### config.mk
export PLATFORM = sky130hd
export DESIGN_NAME = sram_arbiter_flat
export DESIGN_NICKNAME = d
export VERILOG_FILES = /design/src/rtl/sram_pkg.sv /design/src/rtl/sram_arbiter_if.sv /design/src/rtl/sram_io_reg.sv /design/src/rtl/sram_arbiter.sv /design/src/flat_wrapper.sv
export SDC_FILE = /design/constraint.sdc
export NUM_CORES = 1
export LEC_CHECK = 0
export CAP_MARGIN = 25
export CORE_MARGIN = 3
export CORE_UTILIZATION = 44
export DETAILED_ROUTE_END_ITERATION = 16
export PLACE_DENSITY = 0.85
export SLEW_MARGIN = 20
export SYNTH_ARGS = -nofsm -noshare
export SYNTH_HDL_FRONTEND = slang
export SYNTH_SLANG_ARGS = --single-unit
### constraint.sdc
create_clock -name clk -period 3.47 [get_ports clk]
set_input_delay 0.5205 -clock clk [delete_from_list [all_inputs] [get_ports clk]]
set_output_delay 0.5205 -clock clk [all_outputs]
set_load 0.005 [all_outputs]
### src/rtl/sram_pkg.sv
`default_nettype none
// ============================================================================
// Package : sram_pkg
// Brief   : Shared types and constants for the SRAM arbiter slice.
// Rev     : 1.0
// ============================================================================
package sram_pkg;

   typedef enum logic [2:0] {
      ST_IDLE     = 3'd0,
      ST_RD       = 3'd1,
      ST_WR_SETUP = 3'd2,
      ST_WR_PULSE = 3'd3,
      ST_DONE     = 3'd4
   } state_t;

   localparam int SRAM_ADDR_W = 18;
   localparam int WAIT_MAX    = 7;
   localparam int CNT_W       = $clog2(WAIT_MAX + 1);

   typedef struct packed {
      logic ce_n;
      logic oe_n;
      logic we_n;
      logic dout_oe;
   } strobe_t;

   localparam strobe_t    c_strobe_idle = '{ce_n: 1'b1, oe_n: 1'b1, we_n: 1'b1, dout_oe: 1'b0};
   localparam logic [3:0] c_be_idle_n   = 4'b1111;

endpackage
`default_nettype wire

### src/rtl/sram_arbiter_if.sv
`default_nettype none
// ============================================================================
// Interface : sram_arbiter_if
// Brief     : Pipeline-side fetch and load/store request bundle.
// Rev       : 1.0
// ============================================================================
interface sram_arbiter_if;
   logic        inst_req;
   logic [31:0] inst_addr;
   logic [31:0] inst_rdata;
   logic        inst_ready;
   logic        data_read;
   logic        data_write;
   logic [31:0] data_addr;
   logic [31:0] data_wdata;
   logic [3:0]  data_be;
   logic [31:0] data_rdata;
   logic        data_ready;

   modport master (
      output inst_req, inst_addr, data_read, data_write, data_addr, data_wdata, data_be,
      input  inst_rdata, inst_ready, data_rdata, data_ready
   );

   modport slave (
      input  inst_req, inst_addr, data_read, data_write, data_addr, data_wdata, data_be,
      output inst_rdata, inst_ready, data_rdata, data_ready
   );
endinterface
`default_nettype wire

### src/rtl/sram_io_reg.sv
`default_nettype none
// ============================================================================
// Module : sram_io_reg
// Brief  : Pad-side output registers for the SRAM pins, async active-low reset.
// Rev    : 1.0
// ============================================================================
module sram_io_reg
   import sram_pkg::*;
#(
   parameter int ADDR_W = SRAM_ADDR_W
) (
   input  logic              clk,
   input  logic              rst,
   input  strobe_t           strobe_d,
   input  logic              be_ld,
   input  logic [3:0]        be_n_d,
   input  logic              bus_ld,
   input  logic [ADDR_W-1:0] addr_d,
   input  logic [31:0]       dout_d,
   output logic [ADDR_W-1:0] sram_addr,
   output logic [31:0]       sram_dout,
   output logic              sram_dout_oe,
   output logic              sram_ce_n,
   output logic              sram_oe_n,
   output logic              sram_we_n,
   output logic [3:0]        sram_be_n
);

   strobe_t           r_strobe;
   logic [3:0]        r_be_n;
   logic [ADDR_W-1:0] r_addr;
   logic [31:0]       r_dout;

   always_ff @(posedge clk or negedge rst) begin
      if (!rst) begin
         r_strobe <= c_strobe_idle;
         r_be_n   <= c_be_idle_n;
         r_addr   <= '0;
         r_dout   <= '0;
      end else begin
         r_strobe <= strobe_d;
         if (be_ld) begin
            r_be_n <= be_n_d;
         end
         if (bus_ld) begin
            r_addr <= addr_d;
            r_dout <= dout_d;
         end
      end
   end

   assign sram_addr    = r_addr;
   assign sram_dout    = r_dout;
   assign sram_dout_oe = r_strobe.dout_oe;
   assign sram_ce_n    = r_strobe.ce_n;
   assign sram_oe_n    = r_strobe.oe_n;
   assign sram_we_n    = r_strobe.we_n;
   assign sram_be_n    = r_be_n;

endmodule
`default_nettype wire

### src/rtl/sram_arbiter.sv
`default_nettype none
// ============================================================================
// Module : sram_arbiter
// Brief  : Data-priority fetch/load/store arbiter and timing sequencer for the
//          shared asynchronous 32-bit SRAM.
// Rev    : 1.0
// ============================================================================
module sram_arbiter
   import sram_pkg::*;
#(
   parameter int ADDR_W      = SRAM_ADDR_W,
   parameter int WAIT_CYCLES = 1
) (
   input  logic              clk,
   input  logic              rst,
   sram_arbiter_if.slave     cpu,
   output logic [ADDR_W-1:0] sram_addr,
   output logic [31:0]       sram_dout,
   output logic              sram_dout_oe,
   input  logic [31:0]       sram_din,
   output logic              sram_ce_n,
   output logic              sram_oe_n,
   output logic              sram_we_n,
   output logic [3:0]        sram_be_n
);

   localparam logic [CNT_W-1:0] c_wait = CNT_W'(WAIT_CYCLES);

   state_t           r_state;
   state_t           w_state_nxt;
   logic [CNT_W-1:0] r_cnt;
   logic             r_fetch;
   logic [31:0]      r_inst_rdata;
   logic [31:0]      r_data_rdata;
   logic             r_inst_ready;
   logic             r_data_ready;
   logic             w_grant;
   logic             w_data_sel;
   logic [31:0]      w_addr_sel;
   strobe_t          w_strobe;
   logic             w_be_ld;
   logic [3:0]       w_be_n_d;
   logic             w_unused;

   assign w_data_sel = cpu.data_read | cpu.data_write;
   assign w_addr_sel = w_data_sel ? cpu.data_addr : cpu.inst_addr;
   assign w_unused   = ^{w_addr_sel[31:ADDR_W+2], w_addr_sel[1:0]};

   always_comb begin
      w_state_nxt = r_state;
      w_grant     = 1'b0;
      case (r_state)
         ST_IDLE: begin
            if (cpu.data_write) begin
               w_state_nxt = ST_WR_SETUP;
               w_grant     = 1'b1;
            end else if (cpu.data_read || cpu.inst_req) begin
               w_state_nxt = ST_RD;
               w_grant     = 1'b1;
            end
         end
         ST_RD, ST_WR_PULSE: begin
            if (r_cnt == '0) begin
               w_state_nxt = ST_DONE;
            end
         end
         ST_WR_SETUP: w_state_nxt = ST_WR_PULSE;
         default:     w_state_nxt = ST_IDLE;
      endcase
   end

   // Pins are decoded from the next state so they change on the same edge as the FSM.
   always_comb begin
      w_strobe = c_strobe_idle;
      w_be_ld  = 1'b1;
      w_be_n_d = c_be_idle_n;
      case (w_state_nxt)
         ST_RD: begin
            w_strobe = '{ce_n: 1'b0, oe_n: 1'b0, we_n: 1'b1, dout_oe: 1'b0};
            w_be_n_d = 4'b0000;
         end
         ST_WR_SETUP: begin
            w_strobe = '{ce_n: 1'b0, oe_n: 1'b1, we_n: 1'b1, dout_oe: 1'b1};
            w_be_n_d = ~cpu.data_be;
         end
         ST_WR_PULSE: begin
            w_strobe = '{ce_n: 1'b0, oe_n: 1'b1, we_n: 1'b0, dout_oe: 1'b1};
            w_be_ld  = 1'b0;
         end
         ST_DONE: begin
            w_strobe = '{ce_n: 1'b1, oe_n: 1'b1, we_n: 1'b1, dout_oe: (r_state == ST_WR_PULSE)};
            w_be_ld  = 1'b0;
         end
         default: ;
      endcase
   end

   always_ff @(posedge clk or negedge rst) begin
      if (!rst) begin
         r_state      <= ST_IDLE;
         r_cnt        <= '0;
         r_fetch      <= 1'b0;
         r_inst_rdata <= '0;
         r_data_rdata <= '0;
         r_inst_ready <= 1'b0;
         r_data_ready <= 1'b0;
      end else begin
         r_state      <= w_state_nxt;
         r_inst_ready <= 1'b0;
         r_data_ready <= 1'b0;
         case (r_state)
            ST_IDLE: begin
               if (w_grant) begin
                  r_cnt   <= c_wait;
                  r_fetch <= ~w_data_sel;
               end
            end
            ST_WR_SETUP: r_cnt <= c_wait;
            ST_RD: begin
               if (r_cnt == '0) begin
                  if (r_fetch) begin
                     r_inst_rdata <= sram_din;
                     r_inst_ready <= 1'b1;
                  end else begin
                     r_data_rdata <= sram_din;
                     r_data_ready <= 1'b1;
                  end
               end else begin
                  r_cnt <= r_cnt - 1'b1;
               end
            end
            ST_WR_PULSE: begin
               if (r_cnt == '0) begin
                  r_data_ready <= 1'b1;
               end else begin
                  r_cnt <= r_cnt - 1'b1;
               end
            end
            default: ;
         endcase
      end
   end

   assign cpu.inst_rdata = r_inst_rdata;
   assign cpu.inst_ready = r_inst_ready;
   assign cpu.data_rdata = r_data_rdata;
   assign cpu.data_ready = r_data_ready;

   sram_io_reg #(
      .ADDR_W (ADDR_W)
   ) u_io_reg (
      .clk          (clk),
      .rst          (rst),
      .strobe_d     (w_strobe),
      .be_ld        (w_be_ld),
      .be_n_d       (w_be_n_d),
      .bus_ld       (w_grant),
      .addr_d       (w_addr_sel[ADDR_W+1:2]),
      .dout_d       (cpu.data_wdata),
      .sram_addr    (sram_addr),
      .sram_dout    (sram_dout),
      .sram_dout_oe (sram_dout_oe),
      .sram_ce_n    (sram_ce_n),
      .sram_oe_n    (sram_oe_n),
      .sram_we_n    (sram_we_n),
      .sram_be_n    (sram_be_n)
   );

endmodule
`default_nettype wire

### src/flat_wrapper.sv
// flat-port wrapper written by rule: the top's interface ports become plain ports
module sram_arbiter_flat import sram_pkg::*;
#(
   parameter int ADDR_W      = SRAM_ADDR_W,
   parameter int WAIT_CYCLES = 1
)
  (clk, rst, sram_addr, sram_dout, sram_dout_oe, sram_din, sram_ce_n, sram_oe_n, sram_we_n, sram_be_n, cpu_inst_req, cpu_inst_addr, cpu_data_read, cpu_data_write, cpu_data_addr, cpu_data_wdata, cpu_data_be, cpu_inst_rdata, cpu_inst_ready, cpu_data_rdata, cpu_data_ready);
  sram_arbiter_if cpu_i ();
  input  logic clk;
  input  logic rst;
  output logic [ADDR_W-1:0] sram_addr;
  output logic [31:0] sram_dout;
  output logic sram_dout_oe;
  input  logic [31:0] sram_din;
  output logic sram_ce_n;
  output logic sram_oe_n;
  output logic sram_we_n;
  output logic [3:0] sram_be_n;
  input wire logic [$bits(cpu_i.inst_req)-1:0] cpu_inst_req;
  input wire logic [$bits(cpu_i.inst_addr)-1:0] cpu_inst_addr;
  input wire logic [$bits(cpu_i.data_read)-1:0] cpu_data_read;
  input wire logic [$bits(cpu_i.data_write)-1:0] cpu_data_write;
  input wire logic [$bits(cpu_i.data_addr)-1:0] cpu_data_addr;
  input wire logic [$bits(cpu_i.data_wdata)-1:0] cpu_data_wdata;
  input wire logic [$bits(cpu_i.data_be)-1:0] cpu_data_be;
  output wire logic [$bits(cpu_i.inst_rdata)-1:0] cpu_inst_rdata;
  output wire logic [$bits(cpu_i.inst_ready)-1:0] cpu_inst_ready;
  output wire logic [$bits(cpu_i.data_rdata)-1:0] cpu_data_rdata;
  output wire logic [$bits(cpu_i.data_ready)-1:0] cpu_data_ready;
  assign cpu_i.inst_req = cpu_inst_req;
  assign cpu_i.inst_addr = cpu_inst_addr;
  assign cpu_i.data_read = cpu_data_read;
  assign cpu_i.data_write = cpu_data_write;
  assign cpu_i.data_addr = cpu_data_addr;
  assign cpu_i.data_wdata = cpu_data_wdata;
  assign cpu_i.data_be = cpu_data_be;
  assign cpu_inst_rdata = cpu_i.inst_rdata;
  assign cpu_inst_ready = cpu_i.inst_ready;
  assign cpu_data_rdata = cpu_i.data_rdata;
  assign cpu_data_ready = cpu_i.data_ready;
  sram_arbiter #(.ADDR_W(ADDR_W), .WAIT_CYCLES(WAIT_CYCLES)) u_core (.clk(clk), .rst(rst), .cpu(cpu_i), .sram_addr(sram_addr), .sram_dout(sram_dout), .sram_dout_oe(sram_dout_oe), .sram_din(sram_din), .sram_ce_n(sram_ce_n), .sram_oe_n(sram_oe_n), .sram_we_n(sram_we_n), .sram_be_n(sram_be_n));
endmodule
==> results of run 1 <==
final cells by class:
type | instances | area (µm²) | share of cell area (%)
Clock inverter | 4 | 47.5 | 0.559
Timing Repair Buffer | 238 | 2390 | 28.1
Clock buffer | 26 | 509 | 5.99
Inverter | 10 | 37.5 | 0.441
Sequential cell | 131 | 3290 | 38.6
Multi-Input combinational cell | 200 | 2020 | 23.8
Tap cell | 168 | 210 | 2.47
power groups by stage:
stage / registers [mW] / clock network [mW] / logic [mW]
CTS: 2.81 / 1.70 / 3.53
finish: 2.81 / 1.67 / 3.49
floorplan: 2.79 / 0 / 1.64
global route: 2.91 / 1.77 / 3.74
detailed placement: 2.82 / 0 / 3.51
global placement: 2.77 / 0 / 3.42
cells in the mapped netlist (all sizes together):
cell and count:
dfrtp 124, mux2 96, o21ai 37, mux2i 19, buf 15, nor2 13, inv 10, dfstp 7
clkbuf 6, a21oi 4, o221ai 4, nand2 3, nand2b 3, a211oi 2, ha 2, nor3 2
o21bai 2, o31ai 2, or3 2, a211o 1, a22o 1, a2bb2oi 1, and3b 1, nand3b 1
nand4bb 1, nor2b 1, nor4 1, o2bb2ai 1
state kept, by name (all words and copies together), names as in the netlist:
signal	count
u_core.cpu.inst_rdata	32
u_core.cpu.data_ready	1
u_core.u_io_reg.sram_oe_n	1
u_core.u_io_reg.sram_ce_n	1
u_core.cpu.inst_ready	1
u_core.u_io_reg.sram_be_n	4
u_core.u_io_reg.sram_dout	32
u_core.u_io_reg.sram_dout_oe	1
u_core.cpu.data_rdata	32
u_core.r_state	3
u_core.u_io_reg.sram_we_n	1
u_core.u_io_reg.sram_addr	18
u_core.r_fetch	1
u_core.r_cnt	3
routing by layer:
layer / GRT usage [%] / wire length (µm) / vias to the layer above
li1: - / - / 1751
met1: 23.8 / 5440 / 1916
met2: 35.2 / 7040 / 158
met3: 6.68 / 918 / 23
met4: 7.40 / 259 / 0
met5: 0 / 0 / -
worst max-delay path, stage by stage (launching register included):
cell and delay [ns]:
dfrtp_1 0.40, inv_1 0.10, ha_1 0.22, nand4bb_1 0.15, or3_2 0.70, buf_12 0.28
mux2_4 0.31
cells in the final DEF, fill, tap and decap left out, types with 2 or more instances in the layout:
cell type / instances
nand2_1: 3
clkbuf_1: 4
clkbuf_16: 17
clkinv_2: 2
o221ai_1: 4
nor2_1: 11
inv_1: 10
o31ai_1: 2
nand2b_1: 3
mux2_2: 36
mux2i_1: 19
mux2_4: 60
a211oi_1: 2
o21ai_0: 37
clkdlybuf4s50_1: 231
buf_12: 2
dfstp_2: 7
o21bai_1: 2
ha_1: 2
clkbuf_8: 5
dfrtp_1: 124
a21oi_1: 4
buf_4: 5
worst max-delay path by stage:
| stage | to | slack [ns] | depth (start not counted) |
|---|---|---|---|
| after floorplan | u_core.cpu.data_rdata[10] | 1.69 | 7 |
| after global placement | u_core.u_io_reg.sram_addr[1] | 0.91 | 5 |
| after detailed placement | u_core.u_io_reg.sram_addr[4] | 0.85 | 5 |
| after CTS | u_core.cpu.data_rdata[24] | 1.07 | 5 |
| after global routing | u_core.cpu.data_rdata[24] | 1.10 | 6 |
| final | u_core.cpu.data_rdata[24] | 1.17 | 6 |
logic make-up (layout without fill, tap and decap cells):
logic type               count (synthesis)  after routing
AO/OA/AOI/OAI                           55             55
AND/OR/NAND/NOR                         28             28
adder cells (fa/ha/maj)                  2              2
flip-flops                             131            131
buffers and inverters                   31            278
multiplexers                           115            115
metrics by stage:
| step | worst slack [ns] | cell area (µm²) | power, mW | utilization, % |
|---|---|---|---|---|
| 6_report | 1.17 | 8510 | 7.97 | 69.9 |
| 5_1_grt | 1.10 | 8510 | 8.42 | 69.9 |
| 4_1_cts | 1.07 | 8490 | 8.05 | 69.8 |
| 3_5_place_dp | 0.848 | 7930 | 6.33 | 65.2 |
| 3_3_place_gp | 0.909 | 7930 | 6.18 | 65.2 |
| 2_1_floorplan | 1.69 | 5520 | 4.43 | - |
==> results.toml, run 1 <==
[sta]
slew_headroom_pct = 41.5
whs_ns = 0.229
clock_skew_ns = 0.00868
finalSetupViolCount = 0
finalSetupTns_ns = 0
max_freq_mhz = 435
rsz0062_at_grt = "no"
finalCritPeriodShare_pct = 66.2
final_hold_viol_count = 0
slew_violations = 0
period_needed_ns = 2.30
tightest_slew_ns = 0.878

[critical_path]
rr_worst_depth = 6
r2r-end = "u_core.cpu.data_rdata[24]"
setup.worst_path.end_class = "flip-flop"
crit_start = "u_core.r_cnt[0]"
r2r-start = "u_core.r_cnt[0]"
start_kind = "flip-flop"
required_ns = 3.75
crit_arrival_ns = 2.58
r2r_slack_ns = 1.17
path_class = "reg -> reg"
path_max_fanout = 20

[logic_synthesis]
synthSimpleGateAreaFrac_pct = 3.29
synth_top_family_by_area = "multiplexers"
synth_top_area_cell = "dfrtp_1"
synth_area_um2 = 5520
synth_top_cell_area_share_pct = 56.2
synth_xor_area_share_pct = 0
syn_inst = 362
ys_seq_area_share_pct = 59.5
yosysWarnings = 0
synthAdderAreaFrac_pct = 0.453
synth.area.mux_share_pct = 27.1
ys_ff_latch = 131
syn-num-nets = 501
synthTopCellsByArea = "dfrtp_1 56%, mux2_4 16%, mux2_2 7.3%, mux2i_1 3.4%, o21ai_0 3.4%"
synth_compound_area_share_pct = 5.80
avgSynthCellArea_um2 = 15.3
synth_cell_type_count = 36

[floorplanning]
die_x_um = 118
die_h_um = 118
start_util_pct = 45.4
die_area_um2 = 13900
coreArea_um2 = 12200
rows = 40
io_pins = 261

[cts]
cts.path.max_buffers = 2
clock-sinks = 131
clock-root-buffer = "clkbuf_16"
cts_tree = "yes"
postCtsSetupBuffers = 0
htreeDepth = 4
cts_made_buffers = 17
ctsHoldBuffers = 0
clock_latency_ns = 0.40
clk_pin_slew_ns = 0.05
cts_resized = 0

[routing]
vias = 3848
drt_wl_total_mm = 13.7
avgRoutedWirePerCell_um = 17.6
drtIter0Drc = 281
first_pass_iters = 4
viasPerCell = 4.95
ant_nets = 0
drc = 0

[power]
switching_power_mw = 2.20
intPower_mw = 5.77
ir_drop_mv = 0.382
p_seq_share_pct = 35.3
clkPwrFrac_pct = 20.9
power.share.combinational_pct = 43.8
p_leak_nw = 3.70
power_density_nw_per_um2 = 937
sw_frac_of_total_pct = 27.6

[grt]
grt_use_total_pct = 20.4
first_global_vias = 4275
globalRouteOverflowTotal = 0
grt_max_degree = 71
grt_pass1_wl_mm = 22.6
antenna_found_initial = 0

[final_layout]
syn2layout_area_growth_pct = 54.0
nets = 737
final_cells = 777
fillers = 860
drive_gt1_share_pct = 23.2
diodes = 0

[run]
max_cap_violations = 0

[hold_path]
hp-class = "in -> async"

[placement]
place_inst = 746
gp_congestion = 0.766
hpwl_mm = 9.80
io_buffers = 232

[status]
status = "finished, final reports clean"
Note: power is estimated with default switching activity, not from simulation.
==> run 2: changes to the inputs <==
--- a/config.mk
+++ b/config.mk
@@ -7,9 +7,9 @@
 export LEC_CHECK = 0
 export CAP_MARGIN = 25
 export CORE_MARGIN = 3
-export CORE_UTILIZATION = 44
+export CORE_UTILIZATION = 37
 export DETAILED_ROUTE_END_ITERATION = 16
-export PLACE_DENSITY = 0.85
+export PLACE_DENSITY = 0.76
 export SLEW_MARGIN = 20
 export SYNTH_ARGS = -nofsm -noshare
 export SYNTH_HDL_FRONTEND = slang
==> constraint.sdc (replaced) <==
create_clock -name clk -period 1.9 [get_ports clk]
set_input_delay 0.285 -clock clk [delete_from_list [all_inputs] [get_ports clk]]
set_output_delay 0.285 -clock clk [all_outputs]
set_load 0.005 [all_outputs]
==> run 2 against run 1 <==
Via count up 1.8%. Clock-buffer cell count down 2. Routed wire length up 5.1%. Critical path depth unchanged. Sequential share of layout area down 1.6 points. Clock skew down 0.0015 ns. Global-route usage down 2.7 points. Worst setup slack worse by 1.1 ns. Clock power up 110%. Flip-flop and latch count unchanged. Critical endpoint is now u_core.cpu.data_rdata[30]. Largest cell class unchanged.
==> results.toml, run 2 (synthesis gave the netlist of run 1 again) <==
[floorplanning]
start_util_pct = 37.9
rows = 44
coreArea_um2 = 14600
io_pins = 261
die_h_um = 128
die_area_um2 = 16400
die_x_um = 128

[status]
status = "finished, final reports clean"

[critical_path]
start_kind = "flip-flop"
critPathSlowestCell = "or3_4"
crit_family = "simple AND/OR/NAND/NOR gates"
required_ns = 2.19
path_class = "reg -> reg"
crit_chain = "inv_2 > ha_4 > nand4bb_1 > or3_4 > clkbuf_16 > mux2_4"
setup.worst_path.end_class = "flip-flop"
path_max_fanout = 8
critPathMaxStageDelay_ns = 0.46
critPathBufInv = 2
crit_arrival_ns = 2.12

[sta]
slew_violations = 0
final_hold_viol_count = 0
finalSetupViolCount = 0
max_freq_mhz = 544
finalSetupTns_ns = 0
slew_headroom_pct = 52.7
tightest_slew_ns = 0.709
clock_skew_ns = 0.00718
finalCritPeriodShare_pct = 96.7
period_needed_ns = 1.84
rsz0062_at_grt = "yes"

[final_layout]
final_cell_mix = "231 x clkdlybuf4s50_1, 124 x dfrtp_1, 60 x mux2_4"
diodes = 0
final_cells = 813
layout_commonest_cell = "clkdlybuf4s50_1"
nets = 755
syn2layout_area_growth_pct = 60.9
drive_gt1_share_pct = 26.4

[power]
clkPwrFrac_pct = 23.0
p_leak_nw = 3.87
switching_power_mw = 4.18
intPower_mw = 11.3
sw_frac_of_total_pct = 27.0
power_density_nw_per_um2 = 1740
p_seq_share_pct = 32.5
power.share.combinational_pct = 44.5
ir_drop_mv = 0.777

[routing]
drtIter0Drc = 131
drc = 0
drt_wl_total_mm = 14.4
viasPerCell = 4.82
first_pass_iters = 4
ant_nets = 0
vias = 3918
avgRoutedWirePerCell_um = 17.7

[cts]
clock-sinks = 131
cts.path.max_buffers = 2
cts_tree = "yes"
htreeDepth = 4
clk_pin_slew_ns = 0.05
cts_made_buffers = 17
clock_latency_ns = 0.41
clock-root-buffer = "clkbuf_16"

[placement]
hpwl_mm = 9.90
place_inst = 775
gp_congestion = 0.768
io_buffers = 232

[grt]
globalRouteOverflowTotal = 0
grt_pass1_wl_mm = 22.9
first_global_vias = 4297
grt_max_degree = 126
antenna_found_initial = 0
grt_use_total_pct = 17.7

[hold_path]
hp-class = "in -> async"

[run]
max_cap_violations = 0
[run 2: cell types whose count changed in the layout (fill, tap and decap cells not counted), moves of 2 or more]
cell	before	now
bufinv_16	1	4
inv_2	0	2
inv_1	10	8
buf_4	5	14
clkbuf_1	4	1
buf_12	2	7
[run 2: metal layers]
metal / track usage, % / share of wire [%]
met1: 22.5 / 42
met5: 0 / 0
met2: 28.7 / 49
met4: 6.87 / 2.0
met3: 4.96 / 6.8
[run 2: power by group through the flow]
stage | Sequential (mW) | Clock, mW | Combinational [mW]
floorplan | 5.10 | 0 | 2.99
global placement | 4.98 | 0 | 6.55
detailed placement | 5.04 | 0 | 6.72
CTS | 5.04 | 3.65 | 6.85
global route | 5.21 | 3.80 | 7.42
finish | 5.02 | 3.57 | 6.89
[run 2: path summary, 6_finish.rpt]
kind                                          startpoint                            end  slack [ns]  cells past startpoint
hold / removal                                       rst  u_core.u_io_reg.sram_dout[26]        0.23                      2
hold reg to reg            u_core.u_io_reg.sram_addr[10]  u_core.u_io_reg.sram_addr[10]        0.50                      2
min in group clk                          cpu_data_be[0]   u_core.u_io_reg.sram_be_n[0]        0.45                      2
setup reg to reg                         u_core.r_cnt[0]      u_core.cpu.data_rdata[30]        0.06                      6
max in group asynchronous                            rst      u_core.cpu.inst_rdata[26]        0.77                      3
setup / recovery                         u_core.r_cnt[0]      u_core.cpu.data_rdata[30]        0.06                      6
[run 2: stage by stage]
stage / utilization (%) / cell area, µm² / total power [mW] / hold slack [ns] / worst slack, ns
6_report: 60.9 / 8880 / 15.5 / 0.234 / 0.0631
5_1_grt: 60.9 / 8880 / 16.4 / 0.231 / -0.0191
4_1_cts: 60.4 / 8810 / 15.5 / 0.224 / 0.00138
3_5_place_dp: 55.5 / 8100 / 11.8 / 0.108 / -0.181
3_3_place_gp: 55.5 / 8100 / 11.5 / 0.104 / -0.143
2_1_floorplan: - / 5520 / 8.09 / -0.0106 / 0.119
[run 2: area by class of cell]
cell class	instances	area, µm²
clock buffers	24	512
clock inverters	8	145
fillers	1101	5710
inverters	10	37.5
multi-input cells	201	2050
flip-flops and latches	131	3290
well taps	184	230
repair buffers	255	2620
[run 2: timing repair]
action	in CTS	in global routing
buffers inserted	0	2
resized for setup	3	3
cloned	2	1
hold buffers	1	0
hold endpoints to repair	6	0
endpoints found under the setup margin	37	48
pin swaps	1	3
==> run 3: changes to the inputs <==
--- a/config.mk
+++ b/config.mk
@@ -10,6 +10,7 @@
 export CORE_UTILIZATION = 37
 export DETAILED_ROUTE_END_ITERATION = 16
 export PLACE_DENSITY = 0.76
+export SKIP_CTS_REPAIR_TIMING = 1
 export SLEW_MARGIN = 20
 export SYNTH_ARGS = -nofsm -noshare
 export SYNTH_HDL_FRONTEND = slang
==> run 3 against run 2 <==
Worst hold slack better by 0.0080 ns. Total power shrank 0.50%. Critical path type unchanged. Clock-buffer cell count stayed put.
==> results.toml, run 3 (synthesis gave the netlist of run 1 again) <==
[floorplanning]
start_util_pct = 37.9
die_area_um2 = 16400
die_h_um = 128
die_x_um = 128
io_pins = 261
rows = 44
coreArea_um2 = 14600

[critical_path]
crit_start = "u_core.r_cnt[0]"
required_ns = 2.18
r2r-start = "u_core.r_cnt[0]"
setup.worst_path.end_class = "flip-flop"
path_max_fanout = 16
path_class = "reg -> reg"
critPathSlowestCell = "or3_4"
crit_chain = "inv_2 > ha_4 > nand4bb_1 > or3_4 > clkbuf_16 > mux2_4"
crit_arrival_ns = 2.13
critPathMaxStageDelay_ns = 0.43
start_kind = "flip-flop"

[grt]
grt_use_total_pct = 17.2
use_met2_pct = 28.0
grt_pass1_wl_mm = 22.3
grt_busiest_layer = "met2"
use_met1_pct = 21.9
first_global_vias = 4224
globalRouteOverflowTotal = 0
antenna_found_initial = 0
use_met3_pct = 4.79
grt_max_degree = 126

[placement]
place_inst = 775
gp_congestion = 0.768
pre_cts_ws_ns = -0.181
placed_cell_area_um2 = 8100
hpwl_mm = 9.90
io_buffers = 232

[routing]
drc = 0
first_pass_iters = 4
viasPerCell = 4.82
drtIter0Drc = 151
avgRoutedWirePerCell_um = 17.4
vias = 3916
drt_wl_total_mm = 14.1
ant_nets = 0

[final_layout]
layout_commonest_cell = "clkdlybuf4s50_1"
diodes = 0
final_cells = 812
stdcell_area_um2 = 8840
postLayoutCoreUtil_pct = 60.6
syn2layout_area_growth_pct = 60.1
fillers = 1108
final_cell_mix = "231 x clkdlybuf4s50_1, 124 x dfrtp_1, 60 x mux2_4"
nets = 754
drive_gt1_share_pct = 26.3

[power]
ir_drop_mv = 0.765
power_mw = 15.4
power_density_nw_per_um2 = 1740
p_leak_nw = 3.85

[sta]
finalSetupTns_ns = 0
period_needed_ns = 1.85
whs_ns = 0.242
max_freq_mhz = 541
slew_headroom_pct = 52.9
slew_violations = 0
finalCritPeriodShare_pct = 97.3
setup_slack_ns = 0.0505
finalSetupViolCount = 0
clock_skew_ns = 0.00760
tightest_slew_ns = 0.706
final_hold_viol_count = 0

[cts]
clock-root-buffer = "clkbuf_16"
htreeDepth = 4
clock_latency_ns = 0.40
cts.path.max_buffers = 2
clock-sinks = 131
cts_tree = "yes"
cts_made_buffers = 17
clk_pin_slew_ns = 0.05

[hold_path]
hp-class = "in -> async"

[run]
max_cap_violations = 0

[status]
status = "finished, final reports clean"
[run 3: changes by cell type in the layout (fill, tap and decap cells not counted), sizes merged]
cell	previous run	this run
buf	22	21
[run 3: where the power goes]
part	internal [mW]	total (mW)	leakage, nW	switching (mW)
Combinational	4.57	6.82	2.00	2.25
Clock	2.40	3.56	0.318	1.16
Sequential	4.27	5.02	1.54	0.747
Total	11.2	15.4	3.85	4.16
[run 3: per-layer routing]
metal / vias to the layer above / part of all wire, %
met5: - / 0
met4: 0 / 1.7
met3: 15 / 6.9
met2: 162 / 49
met1: 1946 / 42
li1: 1793 / -
[run 3: path summary, 6_finish.rpt]
path	cells after the start	endpoint	slack [ns]
max reg2reg	6	u_core.cpu.data_rdata[24]	0.05
max in group asynchronous	3	u_core.cpu.inst_rdata[26]	0.76
min	2	u_core.u_io_reg.sram_dout[26]	0.24
min in group clk	2	u_core.u_io_reg.sram_be_n[0]	0.45
min reg2reg	2	u_core.u_io_reg.sram_addr[10]	0.50
max	6	u_core.cpu.data_rdata[24]	0.05
[run 3: critical path: cells and delay by family (launching register included)]
kind	cells	cell delay (ns)
simple gates	2	0.55
flops	1	0.40
buf+inv	2	0.32
mux	1	0.31
fa+ha+maj	1	0.14
[run 3: area by class of cell]
type | count | area [µm²] | area share [%]
multi-input cells | 201 | 2050 | 23.2
flip-flops and latches | 131 | 3290 | 37.2
clock inverters | 8 | 145 | 1.64
inverters | 10 | 37.5 | 0.424
well taps | 184 | 230 | 2.60
clock buffers | 24 | 512 | 5.79
repair buffers | 254 | 2580 | 29.2
